===== src/rtl/peak_hold_pkg.sv =====
// Shared types and constants for the peak-and-hold drive sequencer.
// Optional hold-timeout logic elsewhere is controlled by the PEAK_HOLD_TIMEOUT_EN macro.
package peak_hold_pkg;

  localparam int DEFAULT_COUNT_WIDTH = 16;
  localparam int DEFAULT_N_CHANNELS  = 4;

  typedef enum logic [1:0] {
    IDLE  = 2'd0,
    PEAK  = 2'd1,
    HOLD  = 2'd2,
    FAULT = 2'd3
  } phase_state_t;

  typedef logic [DEFAULT_COUNT_WIDTH-1:0] count_t;

endpackage


===== src/rtl/peak_hold_channel.sv =====
// One peak-and-hold channel: IDLE -> PEAK (latched length) -> HOLD, with an
// optional hold timeout into a sticky FAULT when PEAK_HOLD_TIMEOUT_EN is defined.
module peak_hold_channel
  import peak_hold_pkg::*;
#(
  parameter int COUNT_WIDTH = DEFAULT_COUNT_WIDTH
) (
  input  logic                   i_clock,
  input  logic                   i_reset,
  input  logic                   i_enable,
  input  logic [COUNT_WIDTH-1:0] i_peakCount,
  input  logic [COUNT_WIDTH-1:0] i_holdMax,
  output logic                   o_muxControl,
  output logic                   o_active,
  output logic                   o_fault
);

  localparam logic [COUNT_WIDTH-1:0] CNT_ONE = {{(COUNT_WIDTH-1){1'b0}}, 1'b1};
  localparam logic [COUNT_WIDTH-1:0] CNT_MAX = {COUNT_WIDTH{1'b1}};

  phase_state_t           state_reg;
  logic [COUNT_WIDTH-1:0] peak_cnt_reg;
  logic [COUNT_WIDTH-1:0] peak_len_reg;
  logic                   mux_reg;
  logic                   active_reg;

`ifdef PEAK_HOLD_TIMEOUT_EN
  logic [COUNT_WIDTH-1:0] hold_cnt_reg;
  logic [COUNT_WIDTH-1:0] hold_max_reg;
  logic                   fault_reg;
`else
  logic                   unused_hold_max;
  assign unused_hold_max = ^i_holdMax;
`endif

  always_ff @(posedge i_clock) begin
    if (i_reset) begin
      state_reg    <= IDLE;
      peak_cnt_reg <= '0;
      peak_len_reg <= '0;
      mux_reg      <= 1'b0;
      active_reg   <= 1'b0;
`ifdef PEAK_HOLD_TIMEOUT_EN
      hold_cnt_reg <= '0;
      hold_max_reg <= '0;
      fault_reg    <= 1'b0;
`endif
    end else begin
      case (state_reg)
        IDLE: begin
          if (i_enable) begin
            // Peak length is captured once per pulse; later input changes are ignored.
            peak_len_reg <= i_peakCount;
            peak_cnt_reg <= '0;
            active_reg   <= 1'b1;
            if (i_peakCount == '0) begin
              state_reg <= HOLD;
              mux_reg   <= 1'b1;
`ifdef PEAK_HOLD_TIMEOUT_EN
              hold_cnt_reg <= '0;
              hold_max_reg <= i_holdMax;
`endif
            end else begin
              state_reg <= PEAK;
              mux_reg   <= 1'b0;
            end
          end
        end

        PEAK: begin
          if (!i_enable) begin
            state_reg    <= IDLE;
            peak_cnt_reg <= '0;
            mux_reg      <= 1'b0;
            active_reg   <= 1'b0;
          end else if (peak_cnt_reg == peak_len_reg - CNT_ONE) begin
            state_reg    <= HOLD;
            peak_cnt_reg <= '0;
            mux_reg      <= 1'b1;
`ifdef PEAK_HOLD_TIMEOUT_EN
            hold_cnt_reg <= '0;
            hold_max_reg <= i_holdMax;
`endif
          end else if (peak_cnt_reg != CNT_MAX) begin
            peak_cnt_reg <= peak_cnt_reg + CNT_ONE;
          end
        end

        HOLD: begin
          if (!i_enable) begin
            state_reg  <= IDLE;
            mux_reg    <= 1'b0;
            active_reg <= 1'b0;
`ifdef PEAK_HOLD_TIMEOUT_EN
            hold_cnt_reg <= '0;
          end else if ((hold_max_reg != '0) && (hold_cnt_reg == hold_max_reg - CNT_ONE)) begin
            // Held for exactly hold_max_reg cycles: drop the drive and latch the fault.
            state_reg    <= FAULT;
            hold_cnt_reg <= '0;
            mux_reg      <= 1'b0;
            active_reg   <= 1'b0;
            fault_reg    <= 1'b1;
          end else if (hold_cnt_reg != CNT_MAX) begin
            hold_cnt_reg <= hold_cnt_reg + CNT_ONE;
`endif
          end
        end

`ifdef PEAK_HOLD_TIMEOUT_EN
        FAULT: begin
          if (!i_enable) begin
            state_reg <= IDLE;
            fault_reg <= 1'b0;
          end
        end
`endif

        default: begin
          state_reg    <= IDLE;
          peak_cnt_reg <= '0;
          mux_reg      <= 1'b0;
          active_reg   <= 1'b0;
        end
      endcase
    end
  end

  assign o_muxControl = mux_reg;
  assign o_active     = active_reg;
`ifdef PEAK_HOLD_TIMEOUT_EN
  assign o_fault      = fault_reg;
`else
  assign o_fault      = 1'b0;
`endif

endmodule


===== src/rtl/peak_hold_sequencer.sv =====
// Multi-channel peak-and-hold drive sequencer; independent channels share the
// peak/hold length inputs. Hold timeout is built in when PEAK_HOLD_TIMEOUT_EN is defined.
module peak_hold_sequencer
  import peak_hold_pkg::*;
#(
  parameter int N_CHANNELS  = DEFAULT_N_CHANNELS,
  parameter int COUNT_WIDTH = DEFAULT_COUNT_WIDTH
) (
  input  logic                   i_clock,
  input  logic                   i_reset,
  input  logic [N_CHANNELS-1:0]  i_enable,
  input  logic [COUNT_WIDTH-1:0] i_peakCount,
  input  logic [COUNT_WIDTH-1:0] i_holdMax,
  output logic [N_CHANNELS-1:0]  o_muxControl,
  output logic [N_CHANNELS-1:0]  o_active,
  output logic [N_CHANNELS-1:0]  o_fault
);

  generate
    for (genvar gi = 0; gi < N_CHANNELS; gi++) begin : g_channel
      peak_hold_channel #(
        .COUNT_WIDTH (COUNT_WIDTH)
      ) u_channel (
        .i_clock      (i_clock),
        .i_reset      (i_reset),
        .i_enable     (i_enable[gi]),
        .i_peakCount  (i_peakCount),
        .i_holdMax    (i_holdMax),
        .o_muxControl (o_muxControl[gi]),
        .o_active     (o_active[gi]),
        .o_fault      (o_fault[gi])
      );
    end
  endgenerate

endmodule


===== config.mk =====
export PLATFORM = sky130hd
export DESIGN_NAME = peak_hold_sequencer
export DESIGN_NICKNAME = d
export VERILOG_FILES = /design/src/rtl/peak_hold_pkg.sv /design/src/rtl/peak_hold_channel.sv /design/src/rtl/peak_hold_sequencer.sv
export SDC_FILE = /design/constraint.sdc
export NUM_CORES = 1
export LEC_CHECK = 0
export ABC_AREA = 1
export CORE_MARGIN = 2
export CORE_UTILIZATION = 45
export CTS_CLUSTER_DIAMETER = 80
export DETAILED_ROUTE_END_ITERATION = 7
export GPL_ROUTABILITY_DRIVEN = 0
export SLEW_MARGIN = 0
export SYNTH_ARGS = -nofsm -noshare
export SYNTH_HDL_FRONTEND = slang
export SYNTH_SLANG_ARGS = --single-unit

===== constraint.sdc =====
create_clock -name i_clock -period 3.1 [get_ports i_clock]
set_input_delay 0.62 -clock i_clock [delete_from_list [all_inputs] [get_ports i_clock]]
set_output_delay 0.62 -clock i_clock [all_outputs]
set_load 0.02 [all_outputs]

==> results.py, run 1 <==
metrics = {
    "outcome": {
        "outcome": "finished, final reports clean",
    },
    "sta": {
        "finalWorstPathRequiredPeriod_ns": 2.55,
        "worst_pin_slew_ns": 0.884,
        "hold_violations": 0,
        "clock_skew_ns": 0.00851,
        "rsz_0062_raised_after_global_routing": "no",
        "fin_setup_tns_ns": 0,
        "setup_viol_count_final": 0,
        "final.period_utilization_pct": 82.2,
        "timing_max_transition_violations_final": 0,
        "slew_headroom_pct": 41.1,
        "fmax_mhz": 393,
        "timing.final.ws_setup_ns": 0.552,
    },
    "global_route": {
        "gr-total-overflow": 0,
        "grt_antenna_before_repair": 0,
        "grt_total_usage_pct": 21.3,
        "grt_pass1_wl_microns": 41500,
        "number_of_global_route_vias_before_repair": 8391,
        "pin_count_of_the_biggest_net_entering_global_routing": 65,
    },
    "cts": {
        "cts-hold-fix-buffers": 0,
        "cts_repair_resizes": 0,
        "cts_inserted_buffers": 17,
        "cts-root-buf": "sky130_fd_sc_hd__clkbuf_16",
        "cts.path.max_buffers": 2,
        "clk_pin_slew_ns": 0.06,
        "number_of_buffers_inserted_by_post_cts_setup_repair": 0,
        "tritoncts_num_sinks": 140,
        "tritoncts": "done",
        "clock_insertion_delay_at_the_later_pin_of_the_skew_report_ns": 0.43,
        "ctsHtreeMaxLevel": 4,
    },
    "detailed_routing": {
        "drt-vias-per-instance": 5.07,
        "routed-via-count": 9279,
        "dr.first_iter.drc_count": 490,
        "drt_wl_total_microns": 24600,
        "wire_per_inst_microns": 13.5,
        "ant_nets": 0,
        "firstDrtPassIters": 5,
        "route.detailed.drc": 0,
    },
    "die": {
        "floorplan.io_pins": 50,
        "core-area_sq_um": 21900,
        "floorplan.initialDensity_pct": 45.9,
        "placement_rows": 54,
        "design.die.area_sq_um": 23500,
        "die_width_microns": 153,
        "floorplan.die.height_microns": 153,
    },
    "synthesis": {
        "post-synth-top-count-cell": "sky130_fd_sc_hd__nand2_1",
        "synthTopCellsByCount": "sky130_fd_sc_hd__nand2_1, sky130_fd_sc_hd__nor2_1, sky130_fd_sc_hd__inv_1",
        "yosys-mux-area-fraction_pct": 0,
        "ys_top_cells_by_area": "sky130_fd_sc_hd__dfxtp_1, sky130_fd_sc_hd__nand2_1, sky130_fd_sc_hd__nor2_1",
        "synth_xor_xnor_area_share_pct": 10.4,
        "synth_simple_gate_area_share_pct": 38.8,
        "cell_type_with_the_highest_aggregate_area_in_the_netlist": "sky130_fd_sc_hd__dfxtp_1",
        "synth.top_cell.area_share_pct": 27.9,
        "synth_enable_flop_cells": 0,
        "postSynthAreaPerCell_sq_um": 6.56,
        "synth_async_sr_flop_share_pct": 0,
        "post_synth_fa_ha_maj_area_fraction_pct": 2.49,
        "syn_inst": 1531,
        "compound_gate_fraction_of_synth_area_pct": 10.3,
        "number_of_distinct_library_cell_variants_in_the_gate_level_netlist_after_synthesis": 43,
        "synth_top_family_by_area": "simple AND/OR/NAND/NOR gates",
        "yosys_warnings": 0,
        "mappedNetlistArea_sq_um": 10000,
        "dominantRegCellSynth": "sky130_fd_sc_hd__dfxtp_1",
        "synth-seq-area-share_pct": 27.9,
        "synth_seq_cells": 140,
    },
    "pwr": {
        "p_per_area_nw_per_um2": 713,
        "design_power_total_mw": 7.87,
        "leakage_nw": 4.68,
        "ir_worst_vdd_mv": 0.321,
    },
    "critical_path": {
        "ff2ff_setup_slack_ns": 0.55,
        "worst_r2r_endpoint": "g_channel[1].u_channel.peak_cnt_reg[4]",
        "r2r_cells": 16,
        "worst_ep_arrival_time_ns": 2.90,
        "nature_of_the_critical_path_startpoint": "register",
        "timing_worst_setup_path_type": "reg -> reg",
        "critical_path_peak_fanout": 17,
        "worst_r2r_startpoint": "g_channel[1].u_channel.peak_len_reg[0]",
        "critical_path_sink_type": "register",
        "cp_data_required_time_ns": 3.45,
    },
    "cells_and_area": {
        "layout-drive-gt1-share_pct": 11.7,
        "design.final.nets": 1600,
        "syn_to_final_growth_pct": 9.92,
        "insertedDiodeCount": 0,
    },
    "min_path": {
        "holdCritStartpoint": "g_channel[3].u_channel.state_reg[0]",
        "hold-path-endpoint": "g_channel[3].u_channel.state_reg[0]",
        "hold_path_depth": 2,
        "worst_hold_class": "reg -> reg",
    },
    "placement": {
        "portBuffers": 29,
        "preCtsSetupSlack_ns": 0.480,
        "detailedPlacementHpwl_microns": 17800,
    },
    "run": {
        "maxCapViolations": 0,
    },
}
## through the flow
| stage | std cells | hold slack (ns) | util (%) | cell area, sq um |
|---|---|---|---|---|
| 2_1_floorplan | 1534 | 0.453 | - | 10100 |
| 3_3_place_gp | 1803 | 0.477 | 48.1 | 10500 |
| 3_5_place_dp | 1803 | 0.481 | 48.1 | 10500 |
| 4_1_cts | 1830 | 0.489 | 50.4 | 11000 |
| 5_1_grt | 1830 | 0.506 | 50.4 | 11000 |
| 6_report | 1830 | 0.485 | 50.4 | 11000 |
## worst max-delay path by stage
| stage | from | to | slack, ns | depth (start not counted) |
|---|---|---|---|---|
| 6_report | g_channel[1].u_channel.peak_len_reg[0] | g_channel[1].u_channel.peak_cnt_reg[4] | 0.55 | 16 |
| 3_5_place_dp | i_peakCount[15] | g_channel[1].u_channel.o_muxControl | 0.48 | 9 |
| 4_1_cts | g_channel[1].u_channel.peak_len_reg[0] | g_channel[1].u_channel.peak_cnt_reg[4] | 0.53 | 16 |
| 2_1_floorplan | g_channel[2].u_channel.peak_len_reg[0] | g_channel[2].u_channel.peak_cnt_reg[7] | 1.04 | 14 |
| 3_3_place_gp | i_peakCount[15] | g_channel[1].u_channel.o_muxControl | 0.46 | 9 |
| 5_1_grt | g_channel[1].u_channel.peak_len_reg[0] | g_channel[1].u_channel.peak_cnt_reg[15] | 0.22 | 16 |
## placed cells by master, fill, tap and decap left out, drive strengths merged, types with 2 or more instances in the layout
cell type	synthesis	final
a21oi	107	107
and2	5	5
and3	3	3
buf	30	31
clkbuf	40	24
clkdlybuf4s50	0	28
clkinv	3	6
conb	1	4
dfxtp	140	140
ha	20	20
inv	160	160
nand2	340	340
nand3	139	139
nand3b	24	24
nand4	23	23
nor2	264	264
nor3	18	18
nor3b	2	2
nor4	8	8
o21ai	79	79
or2	3	3
xnor2	44	44
xor2	75	75
## cells by family after synthesis
| kind of cell | after synthesis |
|---|---|
| AOI/OAI and AO/OA | 189 |
| xor gates and xnor gates | 119 |
| other | 1 |
| adders and majority gates | 20 |
| DFF | 140 |
| and+or+nand+nor | 829 |
| buffers and inverters | 233 |
## routing by layer
| layer | global-route usage [%] | vias to the layer above | wire length (microns) |
|---|---|---|---|
| met5 | 0 | - | 0 |
| met4 | 6.12 | 0 | 336 |
| met3 | 3.26 | 23 | 949 |
| met2 | 33.8 | 134 | 11100 |
| met1 | 30.0 | 4242 | 12300 |
| li1 | - | 4880 | - |
## power breakdown
part	switching, mW	internal (mW)	leakage [nW]	total [mW]
Clock	0.750	1.08	0.254	1.83
Sequential	0.322	2.10	1.15	2.42
Combinational	2.35	1.27	3.28	3.62
Total	3.42	4.45	4.68	7.87
## layout make-up
type                            count  area (sq um)
Sequential cell                   140          2800
Multi-Input combinational cell   1161          6250
Clock buffer                       24           492
Timing Repair Buffer               59           523
Fill cell                        2292         10900
Tap cell                          280           350
Clock inverter                      3          15.0
Inverter                          163           612
## critical path, stage by stage (launching register included)
cell and delay [ns]:
sky130_fd_sc_hd__dfxtp_1 0.33, sky130_fd_sc_hd__inv_1 0.10, sky130_fd_sc_hd__ha_1 0.23, sky130_fd_sc_hd__nand2_2 0.13, sky130_fd_sc_hd__nor2_4 0.19, sky130_fd_sc_hd__nand2_1 0.06
sky130_fd_sc_hd__nand2_1 0.06, sky130_fd_sc_hd__nand2_1 0.05, sky130_fd_sc_hd__nor2_1 0.11, sky130_fd_sc_hd__nand2_1 0.06, sky130_fd_sc_hd__nor2_1 0.15, sky130_fd_sc_hd__nand2_2 0.22
sky130_fd_sc_hd__nand2_4 0.18, sky130_fd_sc_hd__nand2_4 0.15, sky130_fd_sc_hd__nand2_4 0.24, sky130_fd_sc_hd__nand2_1 0.08, sky130_fd_sc_hd__a21oi_1 0.12
(Power assumes the default switching activity.)
==> run 2: changes to the inputs <==
Clock period 3.1 ns to 2.3 ns, I/O delays scaled along.
==> run 2 against run 1 <==
Compared with the run above:
- first-iteration DRC count rose by 2.0%
- sequential power rose by 35%
- via count up 2.6%
- wire length grew 5.6%
- power rose by 48%
- core utilization increased by 3.4 points
- combinational power rose by 51%
- design area rose by 6.8%
- critical path type unchanged
- clock power is 60% higher
- global-route usage grew 0.82 points
- clock skew rose by 0.0032 ns
- sequential share of layout area fell by 1.6 points
==> results.py, run 2 (synthesis gave the netlist of run 1 again) <==
metrics = {
    "sta": {
        "timing_max_transition_violations_final": 0,
        "slew_headroom_pct": 40.3,
        "fmax_mhz": 465,
        "worst_pin_slew_ns": 0.895,
        "finalWorstPathRequiredPeriod_ns": 2.15,
        "clock_skew_ns": 0.0117,
        "fin_setup_tns_ns": 0,
        "rsz_0062_raised_after_global_routing": "yes",
        "final.period_utilization_pct": 93.4,
        "setup_viol_count_final": 0,
        "hold_violations": 0,
    },
    "pwr": {
        "leakage_nw": 5.05,
        "switching_share_pct": 42.2,
        "clock_power_share_pct": 25.1,
        "share_seq_of_total_power_pct": 28.0,
        "ir_worst_vdd_mv": 0.637,
        "design_internal_power_mw": 6.74,
        "combinationalPowerShare_pct": 46.9,
        "p_per_area_nw_per_um2": 989,
        "net-switching-power_mw": 4.93,
    },
    "cells_and_area": {
        "final_common_cell": "sky130_fd_sc_hd__nand2_1",
        "layout.cells.most_common_list": "sky130_fd_sc_hd__nand2_1, sky130_fd_sc_hd__nor2_1, sky130_fd_sc_hd__inv_1",
        "final.fill_count": 2191,
        "syn_to_final_growth_pct": 17.4,
        "insertedDiodeCount": 0,
        "design.final.nets": 1656,
        "postLayoutCoreUtil_pct": 53.9,
        "layout-drive-gt1-share_pct": 16.4,
    },
    "detailed_routing": {
        "routed-via-count": 9518,
        "ant_nets": 0,
        "wire_per_inst_microns": 13.7,
        "drt-vias-per-instance": 5.03,
        "drt_wl_total_microns": 26000,
        "dr.first_iter.drc_count": 500,
        "route.detailed.drc": 0,
        "firstDrtPassIters": 5,
    },
    "global_route": {
        "grt_total_usage_pct": 22.1,
        "gr-total-overflow": 0,
        "pin_count_of_the_biggest_net_entering_global_routing": 65,
        "grt_pass1_wl_microns": 43200,
        "grt_antenna_before_repair": 0,
        "number_of_global_route_vias_before_repair": 8847,
    },
    "cts": {
        "tritoncts": "done",
        "tritoncts_num_sinks": 140,
        "clk_pin_slew_ns": 0.06,
        "cts.path.max_buffers": 2,
        "cts-hold-fix-buffers": 0,
        "cts_inserted_buffers": 17,
        "cts-root-buf": "sky130_fd_sc_hd__clkbuf_16",
        "clock_insertion_delay_at_the_later_pin_of_the_skew_report_ns": 0.43,
        "ctsHtreeMaxLevel": 4,
    },
    "critical_path": {
        "timing.critical_path.cells": "ha_1 -> nand2_1 -> nor3b_2 -> nand4_1 -> nor2_2 -> nand3_1 -> nand2_4 -> buf_4 -> nand3_1 -> a21oi_2",
        "worst_path_most_repeated_cell": "sky130_fd_sc_hd__nand3_1",
        "critical_path_sink_type": "register",
        "timing_worst_setup_path_type": "reg -> reg",
        "critical-path-top-delay-family": "simple AND/OR/NAND/NOR gates",
        "nature_of_the_critical_path_startpoint": "register",
        "critical_path.n_buffers_inverters": 1,
        "crit_path_top_delay_cell": "sky130_fd_sc_hd__dfxtp_1",
        "critical_path_peak_fanout": 7,
        "worst_ep_arrival_time_ns": 2.50,
        "cp_data_required_time_ns": 2.65,
        "slowest_delay_ns": 0.41,
    },
    "min_path": {
        "worst_hold_class": "reg -> reg",
    },
    "placement": {
        "portBuffers": 29,
        "detailedPlacementHpwl_microns": 18800,
    },
    "outcome": {
        "outcome": "finished, final reports clean",
    },
    "die": {
        "die_width_microns": 153,
        "core-area_sq_um": 21900,
        "placement_rows": 54,
        "floorplan.die.height_microns": 153,
        "floorplan.initialDensity_pct": 45.9,
        "floorplan.io_pins": 50,
        "design.die.area_sq_um": 23500,
    },
    "run": {
        "maxCapViolations": 0,
    },
}
-- run 2: path summary, 6_finish.rpt --
check	start	endpoint	slack (ns)	cells after the start
hold reg to reg	g_channel[3].u_channel.peak_len_reg[1]	g_channel[3].u_channel.peak_len_reg[1]	0.48	2
setup reg to reg	g_channel[2].u_channel.peak_cnt_reg[0]	g_channel[2].u_channel.peak_cnt_reg[12]	0.15	10
hold / removal	g_channel[3].u_channel.peak_len_reg[1]	g_channel[3].u_channel.peak_len_reg[1]	0.48	2
setup / recovery	g_channel[2].u_channel.peak_cnt_reg[0]	g_channel[2].u_channel.peak_cnt_reg[12]	0.15	10
-- run 2: cell type report --
type | instances | area (sq um) | share of cell area (%)
Clock buffer | 19 | 443 | 3.76
Timing Repair Buffer | 115 | 962 | 8.16
Multi-Input combinational cell | 1161 | 6450 | 54.7
Clock inverter | 13 | 173 | 1.46
Sequential cell | 140 | 2800 | 23.8
Tap cell | 280 | 350 | 2.97
Inverter | 163 | 612 | 5.19
-- run 2: power by group through the flow --
stage	clock network (mW)	logic (mW)	registers [mW]
final	2.93	5.47	3.27
after global routing	3.10	6.17	3.32
after CTS	2.99	5.10	3.26
after detailed placement	0	5.06	3.31
after global placement	0	4.99	3.31
after floorplan	0	4.11	3.20
-- run 2: through the flow --
stage          area, sq um  hold WS [ns]  setup slack, ns  std cells  power (mW)
6_report             11800         0.477            0.151       1891        11.7
2_1_floorplan        10100         0.453            0.236       1534        7.31
5_1_grt              11800         0.517          -0.0151       1891        12.6
3_5_place_dp         10900         0.469         -0.00916       1848        8.38
4_1_cts              11500         0.478           0.0148       1880        11.4
3_3_place_gp         10900         0.462           0.0593       1848        8.30
-- run 2: layer usage --
metal	share of wire, %	global-route usage, %	vias to the layer above
met3	4.7	4.03	21
met4	1.2	4.67	0
met1	48	30.6	4327
met2	46	36.1	170
met5	0	0	-
li1	-	-	5000
-- run 2: worst register-to-register path, cell delays in order (launching register included) --
cell and delay, ns:
sky130_fd_sc_hd__dfxtp_1 0.41, sky130_fd_sc_hd__ha_1 0.20, sky130_fd_sc_hd__nand2_1 0.10, sky130_fd_sc_hd__nor3b_2 0.26, sky130_fd_sc_hd__nand4_1 0.17, sky130_fd_sc_hd__nor2_2 0.19, sky130_fd_sc_hd__nand3_1 0.16, sky130_fd_sc_hd__nand2_4 0.18
sky130_fd_sc_hd__buf_4 0.16, sky130_fd_sc_hd__nand3_1 0.11, sky130_fd_sc_hd__a21oi_2 0.14
-- run 2: what timing repair did --
item                       4_1_cts  5_1_grt
setup buffers                    0       11
gates resized for setup          0       49
hold endpoints to repair         0        0
setup endpoints to repair        0       67
